`config.mk`:
```
export PLATFORM = sky130hd
export DESIGN_NAME = sram_arbiter
export DESIGN_NICKNAME = d
export VERILOG_FILES = /design/src/rtl/mem_defs.sv /design/src/rtl/access_timer.sv /design/src/rtl/sram_arbiter.sv
export SDC_FILE = /design/constraint.sdc
export NUM_CORES = 1
export LEC_CHECK = 0
export ABC_CLOCK_PERIOD_IN_PS = 3740
export BUFFER_PORTS_ARGS = -buffer_cell sky130_fd_sc_hd__buf_2
export CORE_MARGIN = 3
export CORE_UTILIZATION = 40
export CTS_CLUSTER_DIAMETER = 30
export DETAILED_ROUTE_END_ITERATION = 16
export GPL_ROUTABILITY_DRIVEN = 0
export PLACE_DENSITY = 0.73
export SLEW_MARGIN = 0
export SYNTH_ARGS = -nofsm -noshare
export SYNTH_HDL_FRONTEND = slang
export SYNTH_SLANG_ARGS = --single-unit
```
`constraint.sdc`:
```
create_clock -name clk -period 3.74 [get_ports clk]
set_input_delay 0.374 -clock clk [delete_from_list [all_inputs] [get_ports clk]]
set_output_delay 0.374 -clock clk [all_outputs]
set_load 0.005 [all_outputs]
```
`src/rtl/mem_defs.sv`:
```
// Shared SRAM arbiter definitions: FSM encoding, bus width defaults, strobe levels
// and the wait-count helper used by both the arbiter and its timer.
package mem_defs;

  localparam int DEF_ADDR_W = 18;
  localparam int DEF_DATA_W = 16;
  localparam int CNT_W      = 3;

  localparam logic STROBE_ON  = 1'b0;
  localparam logic STROBE_OFF = 1'b1;

  typedef enum logic [2:0] {
    IDLE     = 3'd0,
    RD       = 3'd1,
    WR_SETUP = 3'd2,
    WR_PULSE = 3'd3,
    WR_HOLD  = 3'd4
  } arb_state_t;

  // A state lasting N cycles loads N-1 and leaves when the count reaches zero.
  function automatic logic [CNT_W-1:0] cycles_to_count(input int cycles);
    return CNT_W'(cycles - 1);
  endfunction

endpackage

```
`src/rtl/access_timer.sv`:
```
// Per-state wait counter: loaded on state entry, counts down to zero and sticks there.
// done is combinational from the count, so it is valid in the last cycle of the state.
module access_timer
  import mem_defs::*;
(
  input  logic             clk,
  input  logic             rst,
  input  logic             load,
  input  logic [CNT_W-1:0] load_val,
  output logic             done
);

  logic [CNT_W-1:0] cnt;

  always_ff @(posedge clk or posedge rst) begin
    if (rst) begin
      cnt <= '0;
    end else if (load) begin
      cnt <= load_val;
    end else if (cnt != '0) begin
      cnt <= cnt - 1'b1;
    end
  end

  assign done = (cnt == '0);

endmodule

```
`src/rtl/sram_arbiter.sv`:
```
// IF/MEM arbiter onto an async SRAM; valid pulses RD_CYCLES+1 (read) or WR_CYCLES+3 (write) cycles after request.
// Requesters are stalled via hold/mem_stall while the SRAM is busy; MEM has fixed priority over IF.
module sram_arbiter
  import mem_defs::*;
#(
  parameter int ADDR_W    = DEF_ADDR_W,
  parameter int DATA_W    = DEF_DATA_W,
  parameter int RD_CYCLES = 2,
  parameter int WR_CYCLES = 1
) (
  input  logic              clk,
  input  logic              rst,
  input  logic              if_req,
  input  logic [ADDR_W-1:0] if_addr,
  output logic [DATA_W-1:0] if_rdata,
  output logic              if_valid,
  input  logic              mem_req,
  input  logic              mem_we,
  input  logic [ADDR_W-1:0] mem_addr,
  input  logic [DATA_W-1:0] mem_wdata,
  output logic [DATA_W-1:0] mem_rdata,
  output logic              mem_valid,
  output logic              hold,
  output logic              mem_stall,
  output logic [ADDR_W-1:0] sram_addr,
  output logic [DATA_W-1:0] sram_dq_o,
  output logic              sram_dq_oe,
  input  logic [DATA_W-1:0] sram_dq_i,
  output logic              sram_oe_n,
  output logic              sram_we_n,
  output logic              sram_en_n
);

  localparam logic [CNT_W-1:0] RD_LOAD  = cycles_to_count(RD_CYCLES);
  localparam logic [CNT_W-1:0] WR_LOAD  = cycles_to_count(WR_CYCLES);
  localparam logic [CNT_W-1:0] ONE_LOAD = cycles_to_count(1);

  arb_state_t       state;
  arb_state_t       state_nxt;
  logic             t_load;
  logic [CNT_W-1:0] t_val;
  logic             t_done;
  logic             acc_mem;
  logic             acc_if;
  logic             gnt_mem;
  logic             rd_done;

  access_timer u_timer (
    .clk      (clk),
    .rst      (rst),
    .load     (t_load),
    .load_val (t_val),
    .done     (t_done)
  );

  always_ff @(posedge clk or posedge rst) begin
    if (rst) begin
      state <= IDLE;
    end else begin
      state <= state_nxt;
    end
  end

  always_comb begin
    state_nxt = state;
    t_load    = 1'b0;
    t_val     = ONE_LOAD;
    acc_mem   = 1'b0;
    acc_if    = 1'b0;
    case (state)
      IDLE: begin
        if (mem_req) begin
          acc_mem = 1'b1;
          t_load  = 1'b1;
          if (mem_we) begin
            state_nxt = WR_SETUP;
            t_val     = ONE_LOAD;
          end else begin
            state_nxt = RD;
            t_val     = RD_LOAD;
          end
        end else if (if_req) begin
          acc_if    = 1'b1;
          t_load    = 1'b1;
          t_val     = RD_LOAD;
          state_nxt = RD;
        end
      end
      RD: begin
        if (t_done) state_nxt = IDLE;
      end
      WR_SETUP: begin
        if (t_done) begin
          state_nxt = WR_PULSE;
          t_load    = 1'b1;
          t_val     = WR_LOAD;
        end
      end
      WR_PULSE: begin
        if (t_done) begin
          state_nxt = WR_HOLD;
          t_load    = 1'b1;
          t_val     = ONE_LOAD;
        end
      end
      WR_HOLD: begin
        if (t_done) state_nxt = IDLE;
      end
      default: state_nxt = IDLE;
    endcase
  end

  assign rd_done = (state == RD) && t_done;

  // Strobes are registered from the next state so the pins change only on clock edges.
  always_ff @(posedge clk or posedge rst) begin
    if (rst) begin
      sram_oe_n  <= STROBE_OFF;
      sram_we_n  <= STROBE_OFF;
      sram_en_n  <= STROBE_OFF;
      sram_dq_oe <= 1'b0;
      sram_addr  <= '0;
      sram_dq_o  <= '0;
      gnt_mem    <= 1'b0;
      if_rdata   <= '0;
      mem_rdata  <= '0;
      if_valid   <= 1'b0;
      mem_valid  <= 1'b0;
    end else begin
      sram_en_n  <= STROBE_ON;
      sram_oe_n  <= (state_nxt == RD) ? STROBE_ON : STROBE_OFF;
      sram_we_n  <= (state_nxt == WR_PULSE) ? STROBE_ON : STROBE_OFF;
      sram_dq_oe <= (state_nxt inside {WR_SETUP, WR_PULSE, WR_HOLD});

      if (acc_mem) begin
        sram_addr <= mem_addr;
        sram_dq_o <= mem_wdata;
        gnt_mem   <= 1'b1;
      end else if (acc_if) begin
        sram_addr <= if_addr;
        gnt_mem   <= 1'b0;
      end

      if_valid  <= rd_done && !gnt_mem;
      mem_valid <= (rd_done && gnt_mem) || ((state == WR_HOLD) && t_done);

      if (rd_done && !gnt_mem) if_rdata  <= sram_dq_i;
      if (rd_done && gnt_mem)  mem_rdata <= sram_dq_i;
    end
  end

  assign hold      = if_req & ~if_valid;
  assign mem_stall = mem_req & ~mem_valid;

endmodule

```
# Yosys cells after proc, flatten, opt, wreduce, memory -nomap -nowiden
# Index checks and enable logic that the tools add are counted.
dict set report totals {
  mem_bits_rw 0
  latchBits 0
  mem_bits_ro 0
  out_inout_bits 74
  input_bits 73
  register_bits 79
  n_memories 0
}
dict set report classes {
  n_mul 0
  add_sub_neg 1
  bitwise 4
  shift 0
  div 0
  n_eq_ne 8
  n_reduce_logical 14
  muxes 27
  magnitude_cmp 0
}
# operator n
set ops {}
lappend ops {{18-bit two-way mux} 2}
lappend ops {{3-bit two-way mux} 9}
lappend ops {{1-bit two-way mux} 13}
lappend ops {{3-bit by 2-bit equality test with 1-bit output, second input constant} 4}
lappend ops {{3-bit case mux with 4 select lines} 1}
lappend ops {{3-bit by 1-bit equality test with 1-bit output, second input constant} 2}
lappend ops {{3-bit equality test, second input constant} 2}
lappend ops {{3-bit logical NOT} 2}
lappend ops {{3-bit nonzero test} 2}
lappend ops {{1-bit logical AND} 4}
lappend ops {{2-bit nonzero test} 2}
lappend ops {{2-bit OR reduction} 2}
lappend ops {{3-bit by 1-bit subtractor with 3-bit output, second input constant} 1}
lappend ops {{1-bit bitwise AND} 2}
lappend ops {{2-bit two-way mux} 1}
lappend ops {{1-bit inverter} 2}
lappend ops {{1-bit case mux with 2 select lines} 1}
lappend ops {{1-bit logical NOT} 1}
lappend ops {{1-bit logical OR} 1}

# Longest topological paths before layout
# Gate-level depths: netlist of run 1.
dict set report depth {
  word_depth 5
  ltp_mapped 6
}

# Cells and area by module
# A second synthesis of run 1 with hierarchy kept.
dict set report unflattened {
  hier_cells 238
  hier_area_um2 3407.0
}
# mod area_each_um2 seq_area_each_um2 cells_per_inst instances
set modules_own_cells {}
lappend modules_own_cells {sram_arbiter 3203.1 1905.6 216 1}
lappend modules_own_cells {access_timer 203.9 75.1 22 1}

# Least setup slack after synthesis of run 1
# Ideal clock, no wire load.
dict set report synth_timing {
  kind {reg-to-reg}
  startpoint {register state[1]}
  endpoint {register sram_dq_o[0]}
  path_buffers 2
  t_required_ps 3615
  setup_slack_ps 2105
  setup_time_ps 125
  synth_period_minus_slack_ps 1635
  arrival_ps 1510
  path_stages_with_launch 5
  path_cell_list {dfrtp_1 > buf_2 > nor4b_4 > buf_4 > mux2_2}
}
dict set report synth_between {
  elab_chain_len 2
}
# item line_no
set synth_lines {}
lappend synth_lines {{from (decl)} sram_arbiter.sv:38} ;# arb_state_t state;
lappend synth_lines {{from (signal assigned)} sram_arbiter.sv:60} ;# state <= state_nxt;
lappend synth_lines {{3-bit logical NOT} sram_arbiter.sv:70} ;# case (state)
lappend synth_lines {{1-bit two-way mux} sram_arbiter.sv:70}
lappend synth_lines {{to (signal assigned)} sram_arbiter.sv:137} ;# sram_dq_o <= mem_wdata;
lappend synth_lines {{to (decl)} sram_arbiter.sv:26} ;# output logic [DATA_W-1:0] sram_dq_o,
# Every way passes these cells.
# A chain may end at the register's enable or synchronous reset.

# Final worst setup path of run 1
dict set report layout_timing {
  startpoint {register state[2]}
  endpoint {register sram_dq_o[13]}
}
# Same word-level chain as after synthesis.

==> reports/summary.txt, run 1 <==
initial antenna violation count: 0
critical path startpoint category: flop
CP arrival: 2.46 ns
Avg WL per Cell: 15.1 um
peak supply drop: 0.000327 V
final core utilization: 53.8%
Final min period: 2.24 ns
Remaining DRCs: 0
CP Capture Type: flop
Setup violations, final: 0
initial core utilization: 41.3%
Post-CTS Setup Bufs: 0
Final ANT Viol Nets: 0
num rows: 33
Setup TNS Final: 0 ns
antenna fix cells: 0
slew margin rel.: 38.8%
die width: 98.4 um
drt first pass iters: 4
die span in y: 98.4 um
Final Cell Area: 0.00444 mm^2
hold crit path type: in -> async
Synth warnings: 0
Mean Syn Cell Area: 13.9 um^2
area delta synth->final: 30.2%
setup ws final: 1.50 ns
Pwr per Cell Area: 838 mW/mm^2
setup repair after global routing missed its margin: no
Boundary Pins: 147
Nets: 468
sequential fraction of the synthesis area: 58.0%
PortBufs: 146
first-pass GRT wire length: 12,400 um
mapped cell area: 0.00341 mm^2
outcome: completed
Leak: 2.37 nW
hold buffers post-CTS: 0
Critical Path RT: 3.96 ns
Max Buffers Root-to-Sink: 2
number of global-route vias before repair: 2,561
Final Cycle Share: 59.9%
critical path type: reg -> reg
die footprint: 0.00967 mm^2
CTS root buffer: clkbuf_8
flops & latches, synth: 79
share of layout cells above drive strength 1: 55.5%
Clk pin slew, worst setup/hold paths: 0.08 ns
CP Max Fanout: 21
maxcap violations: 0
post-CTS sizing: 0
syn nets: 320
vias per cell: 4.89
GRT Util Overall: 15.9%
Hold Fails Final Rpt: 0
Filler cells: 736
Slew Limit Fails: 0
Max H-tree Level: 3
ys async rst share: 100%
most used flip-flop cell after synthesis: dfrtp_1
placed cell area: 0.00422 mm^2
Worst Skew: 0.0109 ns
post-synth cell types: 40
Vias: 2,458
core box area: 0.00826 mm^2
Place WS: 1.49 ns
tightest hold margin: 0.200 ns
CTS Buf Count: 9
number of synthesized flops with an enable pin: 0
Initial DRC Count: 60
synthesized instance count: 245
fmax: 0.447 GHz
grt ovf: 0
largest net degree at the start of global routing: 55
Clock Sink Count: 79
dpl hpwl: 5480 um
Worst-Margin Slew: 0.917 ns
CTS tree: yes
DRT Wirelength: 7590 um
clk_lat worst skew: 0.34 ns
## state kept, by name (all words and copies together) (netlist names)
register	count
sram_addr	18
if_rdata	16
mem_rdata	16
sram_dq_o	16
state	3
u_timer.cnt	3
gnt_mem	1
if_valid	1
mem_valid	1
sram_dq_oe	1
sram_en_n	1
sram_oe_n	1
sram_we_n	1
## stage by stage
step / std cells / power (mW)
2_1_floorplan: 245 / 2.47
3_3_place_gp: 487 / 2.98
3_5_place_dp: 487 / 3.05
4_1_cts: 503 / 3.78
5_1_grt: 503 / 3.98
6_report: 503 / 3.72
## worst max-delay path, stage by stage, from the launching register on
cell,delay [ns]
dfrtp_1,0.51
nor4b_4,0.85
buf_4,0.39
mux2_2,0.36
## Yosys cell counts, types with 3 or more instances
cell type | number | area [um^2]
o21ai_0 | 4 | 20.0
dfstp_2 | 3 | 78.8
nor2_1 | 4 | 15.0
dfrtp_1 | 76 | 1900
o22ai_1 | 17 | 106
mux2_4 | 18 | 270
buf_6 | 3 | 33.8
buf_2 | 4 | 20.0
nor2b_1 | 4 | 25.0
nand2b_1 | 4 | 25.0
mux2_2 | 30 | 338
buf_4 | 3 | 22.5
mux2i_1 | 17 | 170
inv_1 | 23 | 86.3
## metal layers
metal | up-vias | part of all wire [%] | GRT usage (%)
met1 | 1203 | 40 | 19.2
li1 | 1144 | - | -
met5 | - | 0 | 0
met3 | 12 | 7.9 | 4.36
met2 | 99 | 50 | 26.7
met4 | 0 | 1.8 | 6.83
## path summary, 6_finish.rpt
path,from,end,slack [ns],cells after the start
max,state[2],sram_dq_o[13],1.50,3
min,rst,mem_rdata[3],0.20,2
max reg2reg,state[2],sram_dq_o[13],1.50,3
min reg2reg,sram_dq_o[13],sram_dq_o[13],0.50,1
max in group asynchronous,rst,sram_oe_n,2.63,3
min in group clk,mem_wdata[15],sram_dq_o[15],0.26,2
## placed cells by master, fill, tap and decap left out, drive strengths merged
| cell | count |
|---|---|
| buf | 149 |
| conb | 1 |
| xnor2 | 1 |
| a221oi | 1 |
| mux2i | 17 |
| nand3b | 2 |
| nand2b | 4 |
| nor4bb | 1 |
| a21o | 2 |
| o21ai | 4 |
| and3 | 2 |
| dfstp | 3 |
| inv | 22 |
| nand2 | 2 |
| nand3 | 2 |
| a21oi | 2 |
| a22oi | 1 |
| bufinv | 2 |
| a31oi | 1 |
| nor2b | 4 |
| and2 | 1 |
| o211ai | 1 |
| o22ai | 17 |
| nor3 | 1 |
| nor3b | 1 |
| o21a | 2 |
| clkbuf | 13 |
| or3 | 2 |
| clkinv | 3 |
| nor2 | 4 |
| nor4b | 2 |
| o2bb2ai | 1 |
| ha | 2 |
| dfrtp | 76 |
| mux2 | 48 |
| o31ai | 1 |
## power breakdown
group / switching [mW] / total, mW / internal [mW] / leakage (nW)
combinational: 0.618 / 1.46 / 0.846 / 1.32
clock: 0.296 / 0.709 / 0.412 / 0.114
sequential: 0.261 / 1.55 / 1.29 / 0.934
## cells by family after synthesis
group / count (synthesis) / share of synthesized area [%]
AOI/OAI and AO/OA: 33 / 6.23
xor gates and xnor gates: 1 / 0.257
adders and majority gates: 2 / 0.733
buffers and inverters: 36 / 5.10
DFF: 79 / 58.0
muxes: 65 / 22.8
other: 1 / 0.110
and+or+nand+nor: 28 / 6.71
## cell type report
class	instances	area, um^2	share of cell area, %
flip-flops and latches	79	1980	44.6
multi-input cells	130	1260	28.4
repair buffers	149	753	17.0
clock buffers	13	159	3.58
well taps	105	131	2.96
inverters	24	91.3	2.06
clock inverters	3	65.1	1.46
Power figures use the tool's default switching activity.
==> run 2, diff against run 1 <==
--- a/config.mk
+++ b/config.mk
@@ -5,14 +5,14 @@
 export SDC_FILE = /design/constraint.sdc
 export NUM_CORES = 1
 export LEC_CHECK = 0
-export ABC_CLOCK_PERIOD_IN_PS = 3740
+export ABC_CLOCK_PERIOD_IN_PS = 1850
 export BUFFER_PORTS_ARGS = -buffer_cell sky130_fd_sc_hd__buf_2
 export CORE_MARGIN = 3
 export CORE_UTILIZATION = 40
 export CTS_CLUSTER_DIAMETER = 30
 export DETAILED_ROUTE_END_ITERATION = 16
 export GPL_ROUTABILITY_DRIVEN = 0
-export PLACE_DENSITY = 0.73
+export PLACE_DENSITY = 0.76
 export SLEW_MARGIN = 0
 export SYNTH_ARGS = -nofsm -noshare
 export SYNTH_HDL_FRONTEND = slang
==> constraint.sdc (replaced) <==
create_clock -name clk -period 1.85 [get_ports clk]
set_input_delay 0.185 -clock clk [delete_from_list [all_inputs] [get_ports clk]]
set_output_delay 0.185 -clock clk [all_outputs]
set_load 0.005 [all_outputs]
==> run 2 against run 1 <==
Setup slack worse by 1.3 ns. Global-route usage is 0.12 points lower. Highest routed layer unchanged. Combinational power is 110% higher. Sequential cell count stayed put. Largest power group unchanged. Wire length is 3.5% lower. Register-to-register slack worse by 1.3 ns.
==> reports/summary.txt, run 2 (synthesized netlist as in run 1, its figures left out) <==
outcome: completed
Critical Path RT: 2.08 ns (-1.88 ns)
critical path's slowest cell: dfrtp_1
FF-to-FF End: mem_rdata[0]
area delta synth->final: 34.3%
slew margin rel.: 54.6% (+16 points)
CP arrival: 1.91 ns (-0.55 ns)
grt ovf: 0 (unchanged)
gr busiest metal: met2
critical path startpoint category: flop
GRT met2 Usage: 24.6% (-2.1 points)
CP Max Fanout: 17 (-19%)
Worst Skew: 0.00764 ns (-0.00331 ns)
Final min period: 1.69 ns (-0.549 ns)
dpl hpwl: 5390 um (-1.6%)
Avg WL per Cell: 14.4 um (-4.6%)
die footprint: 0.00967 mm^2 (unchanged)
Vias: 2,442 (-0.65%)
maxcap violations: 0 (unchanged)
vias per cell: 4.80 (-1.8%)
Leak: 2.43 nW (+2.5%)
Clk pin slew, worst setup/hold paths: 0.08 ns (about the same)
largest net degree at the start of global routing: 36 (-35%)
number of global-route vias before repair: 2,535 (-1.0%)
CP Capture Type: flop
clk_lat worst skew: 0.34 ns (about the same)
R2R setup slack: 0.16 ns (-1.34 ns)
Final ANT Viol Nets: 0 (unchanged)
WP buf/inv: 1 (unchanged)
global routing usage on met1: 20.2% (+0.95 points)
initial core utilization: 41.3% (unchanged)
hold crit path type: in -> reg
drt first pass iters: 4 (unchanged)
initial antenna violation count: 0 (unchanged)
worst r2r path cells: 4 (+1)
fmax: 0.592 GHz (+32%)
R2R Path Start: state[2]
GRT Util Overall: 15.8% (-0.12 points)
first-pass GRT wire length: 12,200 um (-0.84%)
Slew Limit Fails: 0 (unchanged)
Pwr per Cell Area: 1690 mW/mm^2 (+100%)
most frequent cells in the layout: 146 x buf_2, 76 x dfrtp_1, 30 x mux2_2
share of layout cells above drive strength 1: 56.2% (+0.66 points)
CTS root buffer: clkbuf_8
Worst-Margin Slew: 0.681 ns (-0.236 ns)
Max H-tree Level: 3 (unchanged)
crit-path leading delay family: simple AND/OR/NAND/NOR gates
most common cell after layout, fill and taps aside: buf_2
CTS Buf Count: 9 (unchanged)
Total Power: 7.76 mW (+110%)
die width: 98.4 um (unchanged)
Finished Layout Cells: 509 (+1.2%)
Boundary Pins: 147 (unchanged)
Critical Path Max Stage Delay: 0.51 ns (-0.34 ns)
dpl cells: 490 (+0.62%)
Clock Sink Count: 79 (unchanged)
Remaining DRCs: 0 (unchanged)
core box area: 0.00826 mm^2 (unchanged)
setup repair after global routing missed its margin: no
num rows: 33 (unchanged)
Setup violations, final: 0 (unchanged)
max reg flops: 18 (unchanged)
Reg with most FFs: sram_addr
PortBufs: 146 (unchanged)
Max Buffers Root-to-Sink: 2 (unchanged)
antenna fix cells: 0 (unchanged)
Hold Fails Final Rpt: 0 (unchanged)
met3 Use GR: 5.79% (+1.4 points)
CTS tree: yes
die span in y: 98.4 um (unchanged)
Final Cycle Share: 91.3% (+31 points)
crit path launch: state[2]
Nets: 474 (+1.3%)
peak supply drop: 0.000771 V (+140%)
Initial DRC Count: 91 (+52%)
CP Depth: 4 (+1)
Worst Setup EP: mem_rdata[0]
Setup TNS Final: 0 ns (unchanged)
DRT Wirelength: 7330 um (-3.5%)
crit path cell chain: nor4b_4 -> nand3_4 -> buf_12 -> mux2_4
critical path type: reg -> reg
run 2: cell types whose count changed in the layout (fill, tap and decap cells not counted), sizes merged:
| cell | before | now |
|---|---|---|
| buf | 149 | 154 |
| dlygate4sd3 | 0 | 1 |
| clkinv | 3 | 1 |
| bufinv | 2 | 3 |
| clkinvlp | 0 | 1 |
run 2: final cells by class:
type	count	area, um^2
clock buffer	13	159
clock inverter	3	90.1
fill	750	3680
inverter	24	93.8
multi-input combinational	130	1260
sequential	79	1980
tap	105	131
timing repair buffer	155	863
run 2: worst min-delay path by stage:
stage	end	slack [ns]	start	cells after the start
6_report	sram_dq_o[10]	0.07	mem_wdata[10]	2
5_1_grt	sram_dq_o[4]	0.05	mem_wdata[4]	2
4_1_cts	sram_dq_o[10]	0.05	mem_wdata[10]	2
3_5_place_dp	mem_rdata[14]	0.29	rst	2
3_3_place_gp	mem_rdata[14]	0.28	rst	2
2_1_floorplan	sram_addr[2]	0.32	mem_addr[2]	2
run 2: stage by stage:
stage / hold WS (ns) / utilization (%) / setup WS [ns] / area [um^2]
after floorplan: 0.324 / - / 0.215 / 3420
after global routing: 0.0530 / 55.5 / 0.114 / 4580
after CTS: 0.0531 / 55.0 / 0.0143 / 4540
after detailed placement: 0.293 / 51.8 / 0.0320 / 4280
after global placement: 0.282 / 51.8 / 0.0884 / 4280
final: 0.0695 / 55.5 / 0.161 / 4580
run 2: per-layer routing:
metal,vias to the layer above,wire (um)
li1,1163,-
met3,10,654
met4,0,119
met5,-,0
met2,102,3390
met1,1167,3160
run 2: repair_timing:
item | CTS | global route
hold buffers | 1 | 0
resized for setup | 0 | 1
buffers inserted | 0 | 2
endpoints found under the hold margin | 23 | 0
setup endpoints to repair | 0 | 31
run 2: where the power goes:
part           internal, mW  total [mW]  switching [mW]
clock network         0.972        1.56           0.588
registers              2.60        3.10           0.498
logic                  1.80        3.10            1.29
==> run 3, diff against run 2 <==
--- a/config.mk
+++ b/config.mk
@@ -6,13 +6,13 @@
 export NUM_CORES = 1
 export LEC_CHECK = 0
 export ABC_CLOCK_PERIOD_IN_PS = 1850
-export BUFFER_PORTS_ARGS = -buffer_cell sky130_fd_sc_hd__buf_2
 export CORE_MARGIN = 3
 export CORE_UTILIZATION = 40
 export CTS_CLUSTER_DIAMETER = 30
 export DETAILED_ROUTE_END_ITERATION = 16
+export DONT_BUFFER_PORTS = 1
 export GPL_ROUTABILITY_DRIVEN = 0
-export PLACE_DENSITY = 0.76
+export PLACE_DENSITY = 0.6
 export SLEW_MARGIN = 0
 export SYNTH_ARGS = -nofsm -noshare
 export SYNTH_HDL_FRONTEND = slang
==> run 3 against run 2 <==
Largest power group unchanged. Design area decreased by 11%. Power decreased by 15%. Sequential share of layout area increased by 5.6 points. Final cell count decreased by 22%. Worst hold slack got worse by 0.030 ns. Utilization decreased by 6.3 points. Critical path type unchanged. Via count decreased by 16%.
==> reports/summary.txt, run 3 (synthesized netlist as in run 1, its figures left out) <==
drt first pass iters: 4 (unchanged)
Leak: 1.91 nW (-21%)
critical path startpoint category: flop
Slew Limit Fails: 0 (unchanged)
number of global-route vias before repair: 2,261 (-11%)
DRT Wirelength: 6990 um (-4.6%)
GRT Util Overall: 15.1% (-0.67 points)
Worst Skew: 0.00932 ns (+0.00168 ns)
critical hold path startpoint: if_addr[6]
area delta synth->final: 19.0%
antenna fix cells: 0 (unchanged)
CTS root buffer: clkbuf_8
share of layout cells above drive strength 1: 28.2% (-28 points)
CTS tree: yes
core box area: 0.00826 mm^2 (unchanged)
CTS Buf Count: 9 (unchanged)
Initial DRC Count: 31 (-66%)
final core utilization: 49.2% (-6.3 points)
maxcap violations: 0 (unchanged)
Nets: 361 (-24%)
die width: 98.4 um (unchanged)
Worst-Margin Slew: 0.770 ns (+0.0886 ns)
crit path cell chain: nor4b_4 -> buf_4 -> nand3_4 -> buf_4 -> mux2_4
Total Power: 6.62 mW (-15%)
Setup TNS Final: 0 ns (unchanged)
Vias: 2,050 (-16%)
PortBufs: 0 (-100%)
Max Buffers Root-to-Sink: 2 (unchanged)
slew margin rel.: 48.7% (-5.9 points)
Critical Path Max Stage Delay: 0.51 ns (about the same)
vias per cell: 5.18 (+7.9%)
hold crit path type: in -> reg
outcome: completed
critical path type: reg -> reg
dpl hpwl: 4800 um (-11%)
Final ANT Viol Nets: 0 (unchanged)
Remaining DRCs: 0 (unchanged)
grt ovf: 0 (unchanged)
Final min period: 1.75 ns (+0.0590 ns)
die span in y: 98.4 um (unchanged)
Clk pin slew, worst setup/hold paths: 0.08 ns (about the same)
Clock Sink Count: 79 (unchanged)
tightest hold margin: 0.0399 ns (-0.0296 ns)
Max H-tree Level: 3 (unchanged)
peak supply drop: 0.000526 V (-32%)
setup repair after global routing missed its margin: no
R2R setup slack: 0.10 ns (-0.06 ns)
first-pass GRT wire length: 11,600 um (-5.5%)
Pwr per Cell Area: 1630 mW/mm^2 (-3.7%)
CP Max Fanout: 12 (-5)
Final Cycle Share: 94.5% (+3.2 points)
max reg flops: 18 (unchanged)
most common cell after layout, fill and taps aside: dfrtp_1
CP arrival: 1.97 ns (+0.06 ns)
worst r2r path cells: 5 (+1)
initial antenna violation count: 0 (unchanged)
hold-critical path depth: 2 (unchanged)
critical path's slowest cell: dfrtp_1
fmax: 0.572 GHz (-3.4%)
most frequent CP cell: buf_4
Hold Fails Final Rpt: 0 (unchanged)
Setup violations, final: 0 (unchanged)
largest net degree at the start of global routing: 80 (+120%)
Boundary Pins: 147 (unchanged)
CP Capture Type: flop
Avg WL per Cell: 17.7 um (+23%)
most frequent cells in the layout: 74 x dfrtp_1, 34 x dlygate4sd3_1, 30 x mux2_2
Reg with most FFs: sram_addr
clk_lat worst skew: 0.34 ns (about the same)
num rows: 33 (unchanged)
Filler cells: 745 (-0.67%)
initial core utilization: 41.3% (unchanged)
Critical Path RT: 2.08 ns (about the same)
R2R Path Start: state[1]
die footprint: 0.00967 mm^2 (unchanged)
FF-to-FF End: mem_rdata[5]
Hold Path End: sram_addr[6]
[run 3: cell types whose count changed in the layout (fill, tap and decap cells not counted), sizes merged]
cell	change
dlygate4sd3	+33
clkbuf	-2
buf	-146
clkinv	+1
bufinv	-3
clkinvlp	+4
[run 3: worst max-delay path by stage]
| stage | end | cells past startpoint | slack, ns | start |
|---|---|---|---|---|
| 3_3_place_gp | if_rdata[5] | 3 | 0.08 | state[2] |
| 3_5_place_dp | if_rdata[6] | 3 | 0.05 | state[2] |
| 6_report | mem_rdata[5] | 5 | 0.10 | state[1] |
| 4_1_cts | if_rdata[5] | 3 | 0.02 | state[2] |
| 2_1_floorplan | sram_dq_o[0] | 4 | 0.22 | state[1] |
| 5_1_grt | mem_rdata[15] | 5 | 0.02 | state[1] |
[run 3: per-stage QoR]
stage,cell area (um^2),instances,setup WS [ns]
floorplan,3420,245,0.215
global placement,3540,345,0.0821
detailed placement,3540,345,0.0487
CTS,4050,395,0.0200
global route,4060,396,0.0208
finish,4060,396,0.102
[run 3: what timing repair did]
item                                    4_1_cts  5_1_grt
hold endpoints to repair                    125        0
gates resized for setup                       0        2
hold buffers                                 34        0
endpoints found under the setup margin        0       16
buffers inserted                              0        1
[run 3: layout make-up]
class / instances / area [um^2] / area share, %
clock buffers: 11 / 131 / 3.23
repair buffers: 42 / 425 / 10.5
inverters: 24 / 93.8 / 2.31
flip-flops and latches: 79 / 1980 / 48.8
well taps: 105 / 131 / 3.23
multi-input cells: 130 / 1260 / 31.1
clock inverters: 5 / 35.0 / 0.863
[run 3: per-layer routing]
| metal | track usage, % | wire length, um |
|---|---|---|
| met1 | 18.1 | 2790 |
| met5 | 0 | 0 |
| met2 | 24.6 | 3440 |
| met3 | 5.36 | 640 |
| met4 | 6.62 | 114 |
[run 3: where the power goes]
group          leakage (nW)  switching [mW]  internal (mW)
combinational         0.908           0.874           1.28
clock                0.0716           0.604          0.485
sequential            0.931           0.759           2.61
total                  1.91            2.24           4.38
[run 3: worst max-delay path: cells and delay by family (launching register included)]
| kind | cells | cell delay (ns) |
|---|---|---|
| DFF | 1 | 0.51 |
| buffers and inverters | 2 | 0.41 |
| and+or+nand+nor | 2 | 0.40 |
| muxes | 1 | 0.31 |
